$ cat config.mk
export PLATFORM = sky130hd
export DESIGN_NAME = demux_1_n_stream
export DESIGN_NICKNAME = d
export VERILOG_FILES = /design/src/rtl/demux_pkg.sv /design/src/rtl/demux_channel_reg.sv /design/src/rtl/demux_1_n_stream.sv
export SDC_FILE = /design/constraint.sdc
export NUM_CORES = 1
export LEC_CHECK = 0
export CAP_MARGIN = 10
export CORE_MARGIN = 3
export CORE_UTILIZATION = 40
export DETAILED_ROUTE_END_ITERATION = 16
export HOLD_SLACK_MARGIN = 0.1
export PLACE_DENSITY = 0.72
export SYNTH_ARGS = -nofsm -noshare
export SYNTH_HDL_FRONTEND = slang
export SYNTH_HIERARCHICAL = 1
export SYNTH_SLANG_ARGS = --single-unit
$ cat constraint.sdc
create_clock -name Clock_In -period 3.7 [get_ports Clock_In]
set_clock_uncertainty 0.1 [all_clocks]
set_input_delay 0.74 -clock Clock_In [delete_from_list [all_inputs] [get_ports Clock_In]]
set_output_delay 0.74 -clock Clock_In [all_outputs]
set_load 0.005 [all_outputs]
$ cat src/rtl/demux_pkg.sv
// Shared definitions for the registered 1:N stream demultiplexer.
// Latency: none (types and constants only).
// Backpressure: not applicable.
package demux_pkg;

    // Per-beat routing mode, sampled together with each accepted beat.
    localparam logic MODE_UNICAST   = 1'b0;
    localparam logic MODE_BROADCAST = 1'b1;

    // Upper bound on the channel count; the select field never exceeds 6 bits.
    localparam int MAX_CHANNELS = 64;

endpackage : demux_pkg

$ cat src/rtl/demux_channel_reg.sv
// One-entry output register for a single demux channel (valid flag + data).
// Latency: a load at edge t is visible on out_vld/out_dat right after edge t.
// Backpressure: contents hold while out_vld && !out_rdy; free reports room this cycle.
module demux_channel_reg #(
    parameter int DATA_WIDTH = 8
) (
    input  logic                  clk,
    input  logic                  rst,
    input  logic                  load_vld,
    input  logic [DATA_WIDTH-1:0] load_dat,
    input  logic                  out_rdy,
    output logic                  out_vld,
    output logic [DATA_WIDTH-1:0] out_dat,
    output logic                  free
);

    // The slot can take a new beat if empty, or if its current beat leaves this cycle.
    always_comb begin
        free = !out_vld || out_rdy;
    end

    // Load has priority over drain so a same-cycle drain+reload keeps the channel valid.
    always_ff @(posedge clk) begin
        if (rst) begin
            out_vld <= 1'b0;
            out_dat <= '0;
        end else if (load_vld) begin
            out_vld <= 1'b1;
            out_dat <= load_dat;
        end else if (out_rdy) begin
            out_vld <= 1'b0;
        end
    end

endmodule : demux_channel_reg

$ cat src/rtl/demux_1_n_stream.sv
// Registered 1:N stream demux: routes each input beat to one channel or broadcasts to all.
// Latency: 1 cycle from accept to the channel's Valid_Out/Data_Out.
// Backpressure: Ready_Out follows the target channel(s) being free; a stalled channel only blocks beats aimed at it.
module demux_1_n_stream
    import demux_pkg::*;
#(
    parameter  int NUM_CHANNELS = 32,
    parameter  int DATA_WIDTH   = 8,
    parameter  int COUNT_WIDTH  = 16,
    localparam int SEL_WIDTH    = $clog2(NUM_CHANNELS)
) (
    input  logic                               Clock_In,
    input  logic                               Reset_In,
    input  logic                               Enable_In,
    input  logic                               Mode_In,
    input  logic [DATA_WIDTH-1:0]              Data_In,
    input  logic [SEL_WIDTH-1:0]               Select_In,
    input  logic                               Valid_In,
    output logic                               Ready_Out,
    output logic [NUM_CHANNELS*DATA_WIDTH-1:0] Data_Out,
    output logic [NUM_CHANNELS-1:0]            Valid_Out,
    input  logic [NUM_CHANNELS-1:0]            Ready_In,
    output logic [COUNT_WIDTH-1:0]             Drop_Count_Out
);

    // Channel count expressed one bit wider than the select so the range check never truncates.
    localparam logic [SEL_WIDTH:0]     NUM_CH_W  = (SEL_WIDTH + 1)'(NUM_CHANNELS);
    localparam logic [COUNT_WIDTH-1:0] COUNT_MAX = '1;

    logic [NUM_CHANNELS-1:0] sel_onehot;
    logic [NUM_CHANNELS-1:0] chan_free;
    logic [NUM_CHANNELS-1:0] chan_load_vld;
    logic                    sel_in_range;
    logic                    sel_free;
    logic                    all_free;
    logic                    is_bcast;
    logic                    in_acc_vld;
    logic                    drop_vld;
    logic [COUNT_WIDTH-1:0]  drop_cnt_q;

    // Decode the select into a one-hot; an out-of-range select decodes to all zeros.
    always_comb begin
        sel_onehot = '0;
        for (int k = 0; k < NUM_CHANNELS; k++) begin
            sel_onehot[k] = (Select_In == SEL_WIDTH'(k));
        end
        sel_in_range = ({1'b0, Select_In} < NUM_CH_W);
    end

    // Summarise channel availability for the unicast target and for broadcast.
    always_comb begin
        sel_free = |(sel_onehot & chan_free);
        all_free = &chan_free;
        is_bcast = (Mode_In == MODE_BROADCAST);
    end

    // Input ready never looks at Valid_In; out-of-range unicast beats are always taken so they can be discarded.
    always_comb begin
        Ready_Out = 1'b0;
        if (Enable_In) begin
            if (is_bcast) begin
                Ready_Out = all_free;
            end else if (sel_in_range) begin
                Ready_Out = sel_free;
            end else begin
                Ready_Out = 1'b1;
            end
        end
    end

    // Steer an accepted beat into its channel(s), or flag it as dropped when the select is out of range.
    always_comb begin
        in_acc_vld    = Valid_In && Ready_Out;
        chan_load_vld = '0;
        if (in_acc_vld) begin
            chan_load_vld = is_bcast ? {NUM_CHANNELS{1'b1}} : sel_onehot;
        end
        drop_vld = in_acc_vld && !is_bcast && !sel_in_range;
    end

    // One output register per channel, each with its own handshake.
    generate
        for (genvar g = 0; g < NUM_CHANNELS; g++) begin : g_chan
            demux_channel_reg #(
                .DATA_WIDTH(DATA_WIDTH)
            ) u_chan (
                .clk      (Clock_In),
                .rst      (Reset_In),
                .load_vld (chan_load_vld[g]),
                .load_dat (Data_In),
                .out_rdy  (Ready_In[g]),
                .out_vld  (Valid_Out[g]),
                .out_dat  (Data_Out[g*DATA_WIDTH +: DATA_WIDTH]),
                .free     (chan_free[g])
            );
        end
    endgenerate

    // Count discarded beats, sticking at all-ones rather than wrapping.
    always_ff @(posedge Clock_In) begin
        if (Reset_In) begin
            drop_cnt_q <= '0;
        end else if (drop_vld && (drop_cnt_q != COUNT_MAX)) begin
            drop_cnt_q <= drop_cnt_q + 1'b1;
        end
    end

    // Expose the drop counter.
    always_comb begin
        Drop_Count_Out = drop_cnt_q;
    end

endmodule : demux_1_n_stream

==> run metrics, run 1 <==
total detailed-routing wirelength 36120 µm; Overflow after GRT 0; required time worst endpoint 2.86 ns; core area 0.02824 mm²; DRT Pass-1 Iters 5; Critical Path AT 2.66 ns; MaxCap Viol Count 0; Seq/Total Area, Yosys 49.49%; Sw Share 25.16%; Final Total Pwr 7.741 mW; Final Hold Vio Count 0; antenna violations before repair 4; final slew viol count 0; fill count 2526; vias 9416; Synth Cell Area 0.01165 mm²; DRT iter0 DRCs 526; Worst setup SP type primary input; Longest Clk Path Bufs 3; FF+latch count, synth 288; Final Core Density 57.78%; unique cell type count in the Yosys netlist 41; Period minus WS final 3.503 ns; Post-DP HPWL 24460 µm; Slew HR 38.26%; Power Density 474.4 mW/mm²; share of Yosys cell area claimed by the top area cell type 49.49%; Final nets 1559; later-pin clock latency in the skew report 0.56 ns; Max FO, Critical Path 7; most common cell in the netlist nor2_1; routability cong. 0.8891; Top Ports 355; Reg power frac 43.2%; critical path's largest stage delay 0.46 ns; clk slew on worst S/H paths 0.06 ns; Post-synth EDFFs 0; most used cell, CP buf_4; worst setup path class in -> out; Synth Area per Inst 9.940 µm²; Synthesis Warnings 6; Final setup viols 0; CTS Buf Count 30; Post-DP Area 0.01527 mm²; Chip Width 176.7 µm; vias in the first global route 9108; crit end category output port; Main synth FF type dfxtp_1; top post-synthesis cells by count 290 x nor2_1, 288 x dfxtp_1, 260 x mux2i_1, 37 x a21oi_1, 36 x buf_6; VDD IR-drop max 0.3763 mV; CTS root buffer clkbuf_16; Sw Pwr 1.948 mW; clock sink count 288; post-route ant nets 0; synth top area cells dfxtp_1 49%, mux2i_1 22%, nor2_1 9.3%; Initial Utilization 41.25%; Mapped Cells 1172; Post-synth ARST share 0%; Vias/cell 4.917; status complete, no violations; Critical-path top delay cell clkdlybuf4s50_1; cell-internal power 5.793 mW; global-route wire length before repair 54430 µm; die area 0.03121 mm²; CTS tree built; Area Overhead vs Synth 40.06%; layout cells sized above 1 9.654%; GRT Util Overall 22.19%; actual slew at the worst max-slew pin 0.9261 ns; P_leak 5.701 nW; Synth area leader dfxtp_1; Combinational Power Share 16.3%; Fmax 285.4 MHz; RSZ-0062 raised after global routing false; Buffers on Ports 338; critical-path cell list clkdlybuf4s50_1 -> buf_4 -> buf_4 -> nor3b_1 -> a31oi_1 -> o221ai_1 -> a22oi_2 -> a221oi_2 -> clkbuf_2; WL/cell 18.86 µm; Die H 176.7 µm; Worst Hold Class reg -> reg; H-tree depth 1; largest net degree at the start of global routing 91; Site Rows 61; Clock Power Share 40.5%; fin crit share 94.68%; Hold-fix buffers, CTS 0; Post-route DRC 0; design area 0.01632 mm²
[worst max-delay path, delay by kind of cell]
family | cells | cell delay [ns]
compound gates | 4 | 0.71
simple gates | 1 | 0.23
buf+inv | 4 | 0.98
[cell usage in the layout, fill, tap and decap left out, types with 2 or more instances in the layout]
master,count
clkbuf_16,31
buf_4,44
nand2b_1,34
a31oi_1,3
buf_12,9
a21oi_1,37
o21ai_0,34
nand2_1,8
nor4_1,2
clkbuf_1,9
nor2_1,290
a211oi_1,2
mux2i_1,260
and3_1,2
nand3b_1,9
nand3_1,3
nand4_1,9
buf_2,8
or3b_2,2
clkbuf_8,5
dfxtp_1,288
nor2b_1,2
clkdlybuf4s50_1,328
diode_2,4
o221ai_1,3
bufinv_16,4
inv_1,34
a21oi_2,30
clkinv_2,6
a211o_1,2
conb_1,16
[registers in the layout, indices dropped and copies added (netlist names)]
| name | flops |
|---|---|
| g_chan.u_chan/out_dat | 256 |
| g_chan.u_chan/out_vld | 32 |
[cell type report]
cell class	count	area, µm²	share of cell area, %
timing repair buffer	391	3852	23.61
clock inverter	12	166.4	1.020
sequential	288	5766	35.33
antenna	4	10.01	0.06134
clock buffer	44	864.6	5.299
tap	378	473.0	2.899
inverter	34	127.6	0.7821
multi-input combinational	764	5057	30.99
[kinds of logic after synthesis]
kind of cell | count (synthesis) | synth area share, %
other | 1 | 0.03219
buffers and inverters | 135 | 7.658
DFF | 288 | 49.49
and+or+nand+nor | 371 | 13.95
AOI/OAI and AO/OA | 116 | 6.433
muxes | 261 | 22.44
[worst paths after layout]
| path | slack, ns | depth (start not counted) | endpoint | from |
|---|---|---|---|---|
| setup / recovery | 0.20 | 9 | Ready_Out | Select_In[3] |
| hold / removal | 0.39 | 2 | g_chan[25].u_chan/out_dat[3] | g_chan[25].u_chan/out_dat[3] |
| setup reg to reg | 0.85 | 9 | g_chan[26].u_chan/out_dat[0] | g_chan[0].u_chan/out_vld |
| hold reg to reg | 0.39 | 2 | g_chan[25].u_chan/out_dat[3] | g_chan[25].u_chan/out_dat[3] |
[through the flow]
stage	hold WS [ns]	worst slack (ns)	instances	TNS, ns
after floorplan	0.3850	0.8125	1187	0
after global placement	0.3717	-0.2335	1855	-0.3020
after detailed placement	0.3787	-0.2452	1855	-2.482
after CTS	0.3956	0.04528	1911	0
after global routing	0.4122	0.01981	1914	0
final	0.3886	0.1967	1915	0
[per-layer routing]
| metal | vias up | GRT usage [%] | wire length, µm | share of wire, % |
|---|---|---|---|---|
| met5 | - | 0 | 13 | 0.036 |
| met4 | 2 | 6.350 | 1003 | 2.8 |
| met3 | 56 | 6.564 | 2953 | 8.2 |
| met2 | 364 | 37.08 | 17080 | 47 |
| met1 | 4429 | 27.91 | 15070 | 42 |
| li1 | 4565 | - | - | - |
[repair_timing]
action	CTS	global route
resized for setup	2	4
cloned	0	0
endpoints found under the setup margin	1	1
setup buffers	0	0
[power groups by stage]
stage               combinational (mW)  sequential, mW  clock (mW)
finish                            1.26            3.35        3.13
global route                      1.36            3.36        3.32
CTS                               1.27            3.35        3.20
detailed placement                1.26            3.41           0
global placement                  1.25            3.41           0
floorplan                        0.674            3.42           0
No activity file was read; power rests on OpenSTA's default activity.
==> run 2, diff against run 1 <==
--- a/config.mk
+++ b/config.mk
@@ -8,6 +8,7 @@
 export CAP_MARGIN = 10
 export CORE_MARGIN = 3
 export CORE_UTILIZATION = 40
+export CTS_CLUSTER_SIZE = 20
 export DETAILED_ROUTE_END_ITERATION = 16
 export HOLD_SLACK_MARGIN = 0.1
 export PLACE_DENSITY = 0.72
==> results of run 2 <==
No change in the layout: final DEF, timing and power equal those of run 1.
